$ cat config.mk
export PLATFORM = sky130hd
export DESIGN_NAME = uart_mem_dump
export DESIGN_NICKNAME = d
export VERILOG_FILES = /design/src/rtl/uart_mem_dump.sv
export SDC_FILE = /design/constraint.sdc
export NUM_CORES = 1
export LEC_CHECK = 0
export BUFFER_PORTS_ARGS = -buffer_cell sky130_fd_sc_hd__buf_2
export CAP_MARGIN = 15
export CORE_ASPECT_RATIO = 1.4
export CORE_MARGIN = 2
export CORE_UTILIZATION = 40
export DETAILED_ROUTE_END_ITERATION = 10
export REMOVE_ABC_BUFFERS = 1
export SKIP_CTS_REPAIR_TIMING = 1
export SLEW_MARGIN = 40
export SYNTH_ARGS = -nofsm -noshare
export SYNTH_HDL_FRONTEND = slang
export SYNTH_SLANG_ARGS = --single-unit
export TNS_END_PERCENT = 30
$ cat constraint.sdc
create_clock -name clk -period 2.3 [get_ports clk]
set_input_delay 0.23 -clock clk [delete_from_list [all_inputs] [get_ports clk]]
set_output_delay 0.23 -clock clk [all_outputs]
set_load 0.02 [all_outputs]
$ cat src/rtl/uart_mem_dump.sv
// Streams a window of RAM words out of an 8N1 UART transmitter, LSB byte first.
// Optional trailing two's-complement checksum byte under UART_MEM_DUMP_CHECKSUM_EN.
module uart_mem_dump #(
  parameter int unsigned CLKS_PER_BIT = 868,
  parameter int unsigned ADDR_W       = 32,
  parameter int unsigned LEN_W        = 16
) (
  input  logic              clk,
  input  logic              rst_n,
  input  logic              start_i,
  input  logic [ADDR_W-1:0] base_addr_i,
  input  logic [LEN_W-1:0]  len_words_i,
  output logic              mem_req_o,
  output logic [ADDR_W-1:0] mem_addr_o,
  input  logic              mem_gnt_i,
  input  logic              mem_rvalid_i,
  input  logic [31:0]       mem_rdata_i,
  output logic              uart_tx_o,
  output logic              busy_o,
  output logic              done_o
);

  localparam int unsigned     CNT_W    = (CLKS_PER_BIT > 1) ? $clog2(CLKS_PER_BIT) : 1;
  localparam logic [CNT_W-1:0] CNT_LAST = CNT_W'(CLKS_PER_BIT - 1);
  localparam logic [3:0]       BIT_STOP = 4'd9;

  typedef enum logic [2:0] {
    S_IDLE,
    S_REQ,
    S_WAIT,
    S_SEND,
`ifdef UART_MEM_DUMP_CHECKSUM_EN
    S_CSUM,
`endif
    S_FIN
  } state_t;

  state_t            r_state, w_state_nxt;
  logic [ADDR_W-1:0] r_addr, w_addr_nxt;
  logic [LEN_W-1:0]  r_left, w_left_nxt;
  logic [31:0]       r_word, w_word_nxt;
  logic [CNT_W-1:0]  r_cnt, w_cnt_nxt;
  logic [3:0]        r_bit, w_bit_nxt;
  logic [1:0]        r_byte, w_byte_nxt;
  logic              r_tx, w_tx_nxt;
  logic              r_req, r_busy, r_done;
`ifdef UART_MEM_DUMP_CHECKSUM_EN
  logic [7:0]        r_sum, w_sum_nxt;
`endif

  // Line level for frame position idx: 0 = start, 1..8 = data LSB first, 9 = stop.
  function automatic logic tx_level(input logic [3:0] idx, input logic [7:0] data);
    if (idx == 4'd0)          return 1'b0;
    else if (idx >= BIT_STOP) return 1'b1;
    else                      return data[3'(idx - 4'd1)];
  endfunction

  always_ff @(posedge clk or negedge rst_n) begin
    if (!rst_n) r_state <= S_IDLE;
    else        r_state <= w_state_nxt;
  end

  always_comb begin
    w_state_nxt = r_state;
    w_addr_nxt  = r_addr;
    w_left_nxt  = r_left;
    w_word_nxt  = r_word;
    w_cnt_nxt   = r_cnt;
    w_bit_nxt   = r_bit;
    w_byte_nxt  = r_byte;
    w_tx_nxt    = r_tx;
`ifdef UART_MEM_DUMP_CHECKSUM_EN
    w_sum_nxt   = r_sum;
`endif
    case (r_state)
      S_IDLE: begin
        if (start_i) begin
          w_addr_nxt = base_addr_i & ~ADDR_W'(3);
          w_left_nxt = len_words_i;
`ifdef UART_MEM_DUMP_CHECKSUM_EN
          w_sum_nxt  = 8'h00;
`endif
          if (len_words_i != LEN_W'(0)) begin
            w_state_nxt = S_REQ;
          end else begin
`ifdef UART_MEM_DUMP_CHECKSUM_EN
            w_word_nxt  = 32'h0;
            w_cnt_nxt   = '0;
            w_bit_nxt   = 4'd0;
            w_tx_nxt    = 1'b0;
            w_state_nxt = S_CSUM;
`else
            w_state_nxt = S_FIN;
`endif
          end
        end
      end
      S_REQ: begin
        if (mem_gnt_i) w_state_nxt = S_WAIT;
      end
      S_WAIT: begin
        if (mem_rvalid_i) begin
          w_word_nxt  = mem_rdata_i;
          w_cnt_nxt   = '0;
          w_bit_nxt   = 4'd0;
          w_byte_nxt  = 2'd0;
          w_tx_nxt    = 1'b0;
          w_state_nxt = S_SEND;
        end
      end
`ifdef UART_MEM_DUMP_CHECKSUM_EN
      S_SEND, S_CSUM: begin
`else
      S_SEND: begin
`endif
        if (r_cnt != CNT_LAST) begin
          w_cnt_nxt = r_cnt + CNT_W'(1);
        end else begin
          w_cnt_nxt = '0;
          if (r_bit != BIT_STOP) begin
            w_bit_nxt = r_bit + 4'd1;
            w_tx_nxt  = tx_level(r_bit + 4'd1, r_word[7:0]);
          end else begin
            // Stop bit done: default to the next byte's start bit.
            w_bit_nxt  = 4'd0;
            w_tx_nxt   = 1'b0;
            w_word_nxt = {8'h00, r_word[31:8]};
`ifdef UART_MEM_DUMP_CHECKSUM_EN
            w_sum_nxt  = r_sum + r_word[7:0];
`endif
            if (r_state == S_SEND) begin
              if (r_byte != 2'd3) begin
                w_byte_nxt = r_byte + 2'd1;
              end else begin
                w_byte_nxt = 2'd0;
                w_addr_nxt = r_addr + ADDR_W'(4);
                w_left_nxt = r_left - LEN_W'(1);
                if (r_left != LEN_W'(1)) begin
                  w_tx_nxt    = 1'b1;
                  w_state_nxt = S_REQ;
                end else begin
`ifdef UART_MEM_DUMP_CHECKSUM_EN
                  w_word_nxt  = {24'h0, 8'(8'h00 - w_sum_nxt)};
                  w_state_nxt = S_CSUM;
`else
                  w_tx_nxt    = 1'b1;
                  w_state_nxt = S_FIN;
`endif
                end
              end
            end else begin
              w_tx_nxt    = 1'b1;
              w_state_nxt = S_FIN;
            end
          end
        end
      end
      S_FIN:   w_state_nxt = S_IDLE;
      default: w_state_nxt = S_IDLE;
    endcase
  end

  // Datapath and registered outputs follow the next-state decode.
  always_ff @(posedge clk or negedge rst_n) begin
    if (!rst_n) begin
      r_addr <= '0;
      r_left <= '0;
      r_word <= '0;
      r_cnt  <= '0;
      r_bit  <= '0;
      r_byte <= '0;
      r_tx   <= 1'b1;
      r_req  <= 1'b0;
      r_busy <= 1'b0;
      r_done <= 1'b0;
`ifdef UART_MEM_DUMP_CHECKSUM_EN
      r_sum  <= '0;
`endif
    end else begin
      r_addr <= w_addr_nxt;
      r_left <= w_left_nxt;
      r_word <= w_word_nxt;
      r_cnt  <= w_cnt_nxt;
      r_bit  <= w_bit_nxt;
      r_byte <= w_byte_nxt;
      r_tx   <= w_tx_nxt;
      r_req  <= (w_state_nxt == S_REQ);
      r_busy <= (w_state_nxt != S_IDLE) && (w_state_nxt != S_FIN);
      r_done <= (w_state_nxt == S_FIN);
`ifdef UART_MEM_DUMP_CHECKSUM_EN
      r_sum  <= w_sum_nxt;
`endif
    end
  end

  assign mem_req_o  = r_req;
  assign mem_addr_o = r_addr;
  assign uart_tx_o  = r_tx;
  assign busy_o     = r_busy;
  assign done_o     = r_done;

endmodule

== After elaboration in Yosys (flattened, before gate mapping) ==
Index checks and enable logic that the tools add are counted.

* Register bits after elaboration: 103
* Latch bits: 0
* RAM bits: 0
* Memory bits (read-only): 0
* Logic and storage cells: 89
* Memories: 0

* $add $sub $neg: 6
* $mul: 0
* Divide/modulo/power cells: 0
* Magnitude comparators: 2
* Equality and inequality tests: 15
* Shift-type cells: 0
* Multiplexer cells: 44
* Bitwise operators: 0
* Reduce and logical (&&, ||, !) cells: 11

{| class="wikitable"
|+ Operator list
! cell !! number
|-
| 32-bit 2-to-1 mux || 7
|-
| 32-bit one-hot mux with 2 select lines || 2
|-
| 16-bit 2-to-1 mux || 4
|-
| 32-bit by 3-bit adder with 32-bit output, second input constant || 1
|-
| 16-bit one-hot mux with 2 select lines || 1
|-
| 3-bit 2-to-1 mux || 8
|-
| 10-bit 2-to-1 mux || 2
|-
| 10-bit one-hot mux with 2 select lines || 1
|-
| 16-bit by 1-bit != test with 1-bit output, second input constant || 1
|-
| 16-bit nonzero test || 1
|-
| 16-bit by 1-bit subtractor with 16-bit output, second input constant || 1
|-
| 4-bit 2-to-1 mux || 3
|-
| 2-bit != test, second input constant || 6
|-
| 3-bit one-hot mux with 4 select lines || 1
|-
| 10-bit by 1-bit adder with 10-bit output, second input constant || 1
|-
| 10-bit != test, second input constant || 1
|-
| 2-bit 2-to-1 mux || 4
|-
| 4-bit one-hot mux with 2 select lines || 1
|-
| 1-bit 2-to-1 mux || 7
|-
| 3-bit by 1-bit equality test with 1-bit output, second input constant || 2
|-
| 3-bit by 2-bit equality test with 1-bit output, second input constant || 2
|-
| 5-bit AND reduction || 1
|-
| 4-bit by 1-bit adder with 4-bit output, second input constant || 1
|-
| 4-bit greater-or-equal comparator, second input constant || 1
|-
| other kinds (17) || 18
|}

== Longest topological paths before layout ==
Gate-level depths: netlist (run 1).

* Depth after elaboration: 9
* Depth in mapped cells: 9
* Gate-level depth less buffers: 7

== Worst setup path before layout (run 1) ==
No wires, ideal clock.

* Path type: register to register
* Start: reg r_cnt[0]
* End: reg r_left[0]
* Library setup time: 0.126 ns
* Arrival: 2.161 ns
* Data required time: 2.174 ns
* Path slack: 0.013 ns
* Stages on the path, launching flop included: 9
* Buffers on the path: 2
* Period minus slack after synthesis: 2.287 ns
* Path through: dfrtp_1 ha_1 or3b_4 or4_4 buf_6 a21oi_2 buf_4 nor2_1 a311o_1

* Word-level cells in the longest chain between the ends: 3

{| class="wikitable"
|+ Ends and longest elaborated chain
! item !! RTL line !! source
|-
| start: declaration || 42 || <nowiki>logic [CNT_W-1:0] r_cnt, w_cnt_nxt;</nowiki>
|-
| start signal: assignment || 183 || <nowiki>r_cnt <= w_cnt_nxt;</nowiki>
|-
| 10-bit != test || 116 || <nowiki>if (r_cnt != CNT_LAST) begin</nowiki>
|-
| 2-bit != test (no source line) || n/a ||
|-
| 5-bit AND reduction (no source line) || n/a ||
|-
| end signal: assignment || 181 || <nowiki>r_left <= w_left_nxt;</nowiki>
|-
| end: declaration || 40 || <nowiki>logic [LEN_W-1:0] r_left, w_left_nxt;</nowiki>
|}

Every way passes these cells.
A chain may end at the register's enable or synchronous reset.

== Worst setup path in the final report (run 1) ==
* Start: reg r_cnt[0]
* End: reg r_left[10]

Same word-level chain as after synthesis.

==> metrics.txt, run 1 <==
status complete, no violations; Cell variety after synth 67; Detailed Place HPWL about 11,000 um; IO Port Bufs 116; worst-case clock buffer depth 2; Seq pwr share a little under two fifths; share of layout cells above drive strength 1 about a quarter; Die X between 100 and 150 um; vias in the first global route between 5,000 and 6,000; CTS sink cnt 101; # rows 51; ys flop type dfrtp_1; max_cap viols 0; Post-synth EDFFs 0; Via-to-Cell Ratio between 5 and 6; Async S/R FF share, synth between 90% and 100%; first-pass GRT wire length 25,100 um; post-route insts no fill between 900 and 1,000; drt pass-1 iters 4; detailed-route wire length 15,600 um; Total Routing Usage GR roughly 20%; largest net degree at the start of global routing between 50 and 60; peak supply drop between 400 and 500 uV; crit share post-route between 90% and 100%; hold endpoint r_word[31]; P_int 4.45 mW; FF-to-FF path depth 8; Seq/Total Area, Yosys roughly 44%; CP max FO 15; Clk pwr share about a fifth; initial core utilization between 40% and 50%; GRT overflow 0; Logic pwr share 41.3%; DR vias 5,529; power after layout 7.68 mW; CP startpoint kind flop; DRT iter0 DRCs ~260; routed len/inst 16.1 um; PD cells around 1100 nW/um^2; Setup CP Type reg -> reg; CTS tree done; TritonCTS Buffers 9; Clk pin slew, worst setup/hold paths roughly 0.09 ns; initial antenna violation count 2; Placed Instances 952; clock insertion delay at the later pin of the skew report around 0.36 ns; hold_ws between 0.08 and 0.09 ns; Filler cells roughly 1,400; Net count, final roughly 870; RSZ-0062 raised after global routing yes; final core utilization approximately half; f_max about 450 MHz; Mapped Area about 5700 um^2; root buf cell clkbuf_16; HP Class in -> reg; hold depth 3; GPL Wtd Cong between 0.8 and 0.9; sw frac roughly two fifths; RR Endpoint r_left[10]; core area between 10,000 and 15,000 um^2; CP Capture Type flop; Max-slew headroom between 50% and 60%; post-synthesis register bit count 101; r2r startpoint r_cnt[0]; worst path arrival time 2.45 ns; reg2reg setup slack about 0.086 ns; total die area 15,200 um^2; Syn Area/Cell 8.73 um^2; hold path start mem_rdata_i[31]; layout overhead on the synthesized area 24.4%; fin. max-slew vios 0; Cells after Synth between 600 and 700; Final Hold Vio Count 0; CP Launch Point r_cnt[0]; Period minus WS final 2.21 ns; Slew @ Worst Pin just over 0.7 ns; Clock Skew between 0.015 and 0.02 ns; remaining antenna violation count 0; Chip Height roughly 150 um; I/O Pins between 100 and 150; Setup Viol. Count Final 0; NetSw about 3.2 mW; Leakage roughly 3.2 nW; Setup TNS Final 0 ns; Required @ worst endpoint between 2 and 3 ns; Ys Warns 0; drc violations 0; # H-tree levels 3
## how the worst max path moves through the flow
stage / endpoint / slack (ns) / depth (start not counted)
floorplan: r_left[0] / -2.14 / 3
global placement: mem_addr_o[12] / 0.13 / 7
detailed placement: r_left[10] / 0.07 / 7
CTS: r_left[10] / 0.07 / 7
global route: mem_addr_o[28] / -0.05 / 6
finish: r_left[10] / 0.09 / 8
## critical path, stage by stage (launching register included)
cell	delay, ns
dfrtp_1	0.36
ha_1	0.16
or3b_4	0.40
or4_4	0.49
a21oi_4	0.17
buf_12	0.15
buf_12	0.13
o21ai_0	0.09
o2bb2ai_1	0.14
## flip-flops by register name, indices dropped and copies added (netlist names)
register    count
busy_o          1
done_o          1
mem_addr_o     30
mem_req_o       1
r_bit           4
r_byte          2
r_cnt          10
r_left         16
r_state         3
r_word         32
uart_tx_o       1
## layout by cell type, fill, tap and decap left out, types with 3 or more instances in the layout
cell type | Yosys | final
o21ai_0 | 76 | 76
a31oi_1 | 7 | 7
or4_1 | 3 | 3
xnor2_1 | 5 | 5
or3_1 | 4 | 4
buf_2 | 9 | 115
nand3_1 | 40 | 40
buf_12 | 0 | 6
a2bb2oi_1 | 7 | 7
a32oi_1 | 4 | 4
o31ai_1 | 6 | 6
a211oi_1 | 4 | 4
ha_1 | 8 | 8
nand4_1 | 14 | 14
and4_1 | 5 | 5
and3_1 | 10 | 10
clkinv_8 | 0 | 3
nor2b_1 | 4 | 4
mux2i_1 | 27 | 27
buf_4 | 3 | 39
nor2_1 | 38 | 38
a21oi_1 | 56 | 56
nor3_1 | 14 | 14
nand3b_1 | 3 | 3
dfrtp_1 | 100 | 100
nand2_1 | 90 | 90
nor4_1 | 12 | 12
a22oi_1 | 3 | 3
clkbuf_16 | 0 | 10
inv_6 | 0 | 4
o32ai_1 | 3 | 3
o22a_1 | 7 | 7
o22ai_1 | 9 | 9
inv_1 | 6 | 6
a21o_1 | 3 | 3
## layout make-up
type                            count  area, um^2  share of cell area (%)
Multi-Input combinational cell    501        2980                    41.9
Inverter                            6        22.5                   0.318
Sequential cell                   101        2530                    35.7
Tap cell                          185         231                    3.26
Antenna cell                        1        2.50                  0.0353
Clock buffer                        9         225                    3.18
Timing Repair Buffer              162        1020                    14.4
Clock inverter                      7        83.8                    1.18
## cell usage after synthesis (all sizes together) (3+ instances only)
| library cell | number | share of area, % |
|---|---|---|
| a211oi | 4 | 0.53 |
| a21o | 3 | 0.39 |
| a21oi | 57 | 5.1 |
| a22oi | 3 | 0.39 |
| a2bb2oi | 7 | 1.1 |
| a31oi | 7 | 0.77 |
| a32oi | 4 | 0.61 |
| and3 | 10 | 1.1 |
| and4 | 5 | 0.77 |
| buf | 17 | 1.6 |
| clkbuf | 29 | 2.0 |
| dfrtp | 100 | 44 |
| ha | 8 | 1.8 |
| inv | 6 | 0.39 |
| mux2i | 27 | 4.7 |
| nand2 | 90 | 5.9 |
| nand3 | 40 | 3.5 |
| nand3b | 3 | 0.39 |
| nand4 | 14 | 1.5 |
| nor2 | 38 | 2.5 |
| nor2b | 4 | 0.44 |
| nor3 | 15 | 1.5 |
| nor4 | 13 | 1.7 |
| o21ai | 78 | 6.8 |
| o22a | 7 | 1.1 |
| o22ai | 9 | 0.99 |
| o31ai | 6 | 0.79 |
| o32ai | 3 | 0.46 |
| or3 | 4 | 0.44 |
| or3b | 3 | 0.50 |
| or4 | 4 | 0.59 |
| xnor2 | 5 | 0.77 |
## cells by family after synthesis
group | Yosys count | synth area share, %
other cells | 1 | 0.0658
flops | 101 | 44.3
xor+xnor | 5 | 0.768
fa+ha+maj | 8 | 1.76
compound gates | 205 | 21.6
mux | 28 | 5.13
simple gates | 253 | 22.3
buf+inv | 52 | 3.99
## stage by stage
| step | area [um^2] | setup WS (ns) |
|---|---|---|
| floorplan | 5500 | -2.14 |
| global placement | 6730 | 0.126 |
| detailed placement | 6730 | 0.0749 |
| CTS | 7040 | 0.0675 |
| global route | 7090 | -0.0465 |
| finish | 7090 | 0.0860 |
## routing by layer
metal	GRT usage [%]	part of all wire, %
met5	0	0
met4	6.87	1.4
met3	3.68	4.8
met2	33.8	50
met1	25.6	44
## power groups by stage
stage	clock, mW	combinational (mW)	sequential [mW]
detailed placement	0	3.18	2.96
finish	1.57	3.17	2.94
CTS	1.60	3.19	2.93
global route	1.67	3.55	3.03
floorplan	0	1.97	3.09
global placement	0	3.09	2.92
Note: power is estimated with default switching activity, not from simulation.
==> run 2: changes to the inputs <==
--- a/config.mk
+++ b/config.mk
@@ -5,13 +5,13 @@
 export SDC_FILE = /design/constraint.sdc
 export NUM_CORES = 1
 export LEC_CHECK = 0
+export ABC_AREA = 1
 export BUFFER_PORTS_ARGS = -buffer_cell sky130_fd_sc_hd__buf_2
 export CAP_MARGIN = 15
 export CORE_ASPECT_RATIO = 1.4
 export CORE_MARGIN = 2
 export CORE_UTILIZATION = 40
 export DETAILED_ROUTE_END_ITERATION = 10
-export REMOVE_ABC_BUFFERS = 1
 export SKIP_CTS_REPAIR_TIMING = 1
 export SLEW_MARGIN = 40
 export SYNTH_ARGS = -nofsm -noshare
==> metrics.txt, run 2 <==
status complete, no violations (unchanged); fin. max-slew vios 0 (unchanged); Required @ worst endpoint 2.58 ns (was 2.54 ns); commonest cells in the netlist nand2_1 (374), nor2_1 (154), inv_1 (101) (was dfrtp_1 (100), nand2_1 (90), o21ai_0 (76)); Cells after Synth 1,007 (was 653); leading cell types in the layout, fill and taps excluded nand2_1 (374), nor2_1 (154), buf_2 (115) (was buf_2 (115), dfrtp_1 (100), nand2_1 (90)); total die area 17,300 um^2 (was 15,200 um^2); # H-tree levels 3 (unchanged); initial core utilization 40.5% (was 41.0%); CTS sink cnt 101 (unchanged); share of the synthesized area in the top cell type 38.6% (was 43.9%); Syn Area/Cell 6.44 um^2 (was 8.73 um^2); max FFs per register 32 (unchanged); TritonCTS Buffers 9 (unchanged); CP max FO 26 (was 15); Placed Area 7280 um^2 (was 6730 um^2); Post-synth EDFFs 0 (unchanged); root buf cell clkbuf_16 (unchanged); hold depth 5 (was 3); CP startpoint kind flop (unchanged); Post-Layout Inst Area 7580 um^2 (was 7090 um^2); top post-synthesis cells by area dfrtp_1 (39%), nand2_1 (22%), nor2_1 (8.9%) (was dfrtp_1 (44%), o21ai_0 (6.7%), nand2_1 (5.9%)); count leader, synth nand2_1 (was dfrtp_1); Slew @ Worst Pin 0.614 ns (was 0.727 ns); Mapped Area 6490 um^2 (was 5700 um^2); Seq/Total Area, Yosys 39.0% (was 44.3%); clock insertion delay at the later pin of the skew report 0.36 ns (about the same); # rows 55 (was 51); worst path arrival time 2.17 ns (was 2.45 ns); Die X 112 um (was 105 um); RSZ-0062 raised after global routing no (was yes); Period minus WS final 1.88 ns (was 2.21 ns); Ys Warns 0 (unchanged); layout overhead on the synthesized area 16.8% (was 24.4%); DR vias 6,296 (was 5,529); Setup TNS Final 0 ns (unchanged); HP Class in -> reg (unchanged); crit share post-route 81.8% (was 96.3%); peak supply drop 707 uV (was 490 uV); drt pass-1 iters 4 (unchanged); initial antenna violation count 0 (was 2); PD cells 1250 nW/um^2 (was 1080 nW/um^2); Chip Height 155 um (was 145 um); Via-to-Cell Ratio 4.78 (was 5.69); f_max 531 MHz (was 452 MHz); drc violations 0 (unchanged); CP Capture Type flop (unchanged); Setup CP Type reg -> reg (unchanged); Leakage 3.80 nW (was 3.23 nW); largest area contributor in the netlist dfrtp_1 (unchanged); IO Port Bufs 116 (unchanged); worst-case clock buffer depth 2 (unchanged); Reg with most FFs r_word (unchanged); Max-slew headroom 59.1% (was 51.4%); detailed-route wire length 17,200 um (was 15,600 um); Net count, final 1,207 (was 874); max_cap viols 0 (unchanged); Detailed Place HPWL 12,500 um (was 11,100 um); post-route insts no fill 1,318 (was 972); core area 16,000 um^2 (was 13,900 um^2); Placed Instances 1,301 (was 952); DRT iter0 DRCs 355 (was 263); Setup Viol. Count Final 0 (unchanged); Async S/R FF share, synth 100% (unchanged); Clock Skew 0.0122 ns (was 0.0151 ns); vias in the first global route 5,854 (was 5,214); number of diodes 0 (was 1); GRT overflow 0 (unchanged); FF-to-FF path depth 10 (was 8); largest net degree at the start of global routing 102 (was 52); Clk pin slew, worst setup/hold paths 0.08 ns (was 0.09 ns); share of layout cells above drive strength 1 14.6% (was 24.4%); post-synthesis register bit count 101 (unchanged); commonest non-fill, non-tap cell in the layout nand2_1 (was buf_2); Final Hold Vio Count 0 (unchanged); Filler cells 1,725 (was 1,409); I/O Pins 121 (unchanged); CTS tree done (unchanged); Cell variety after synth 37 (was 67); first-pass GRT wire length 28,500 um (was 25,100 um); remaining antenna violation count 0 (unchanged); GPL Wtd Cong 0.927 (was 0.854); Total Routing Usage GR 20.4% (was 20.0%); routed len/inst 13.0 um (was 16.1 um); ys flop type dfrtp_1 (unchanged); reg2reg setup slack 0.42 ns (was 0.09 ns)
-- run 2: critical path: stages, from the launching register on --
cell,delay [ns]
dfrtp_1,0.43
ha_1,0.24
inv_1,0.05
nor2_1,0.11
nand4_2,0.20
nand2_4,0.15
nand2_2,0.11
nor2_8,0.20
buf_12,0.19
nand2_1,0.06
o21ai_1,0.08
-- run 2: where the power goes --
part | switching, mW | total, mW | internal (mW) | leakage, nW
clock network | 0.786 | 1.55 | 0.763 | 0.137
registers | 0.728 | 3.28 | 2.55 | 1.28
logic | 3.03 | 4.61 | 1.59 | 2.38
-- run 2: final timing paths --
check / start / to
worst max-delay path: r_cnt[0] / r_word[31]
worst min-delay path: base_addr_i[4] / mem_addr_o[4]
worst min register to register: uart_tx_o / uart_tx_o
max in group asynchronous: rst_n / r_word[12]
min in group asynchronous: rst_n / mem_addr_o[23]
worst max register to register: r_cnt[0] / r_word[31]
-- run 2: logic make-up after synthesis --
group,synth area share [%]
simple gates,39.7
buf+inv,9.70
compound gates,9.35
flops,39.0
fa+ha+maj,1.54
xor+xnor,0.675
other cells,0.0578
-- run 2: area by class of cell --
class	instances	area, um^2	share of cell area (%)
Timing Repair Buffer	131	773	10.2
Sequential cell	101	2530	33.4
Multi-Input combinational cell	764	3330	44.0
Inverter	107	402	5.30
Clock buffer	9	225	2.97
Tap cell	199	249	3.28
Clock inverter	7	68.8	0.908
-- run 2: stage by stage --
| stage | utilization (%) | hold slack, ns | setup slack (ns) | total power [mW] |
|---|---|---|---|---|
| CTS | 47.2 | -0.0458 | 0.372 | 9.54 |
| global route | 47.3 | 0.170 | 0.194 | 10.4 |
| detailed placement | 45.4 | 0.349 | 0.382 | 7.96 |
| global placement | 45.4 | 0.346 | 0.446 | 7.87 |
| finish | 47.3 | 0.168 | 0.418 | 9.44 |
| floorplan | - | -0.0656 | 0.667 | 6.62 |
-- run 2: layer usage --
metal  vias to the layer above  track usage, %  share of wire, %
met4                         0            7.41               1.8
met2                       115            34.3                49
li1                       3358               -                 -
met3                        18            3.57               3.8
met1                      2805            26.2                45
met5                         -               0                 0
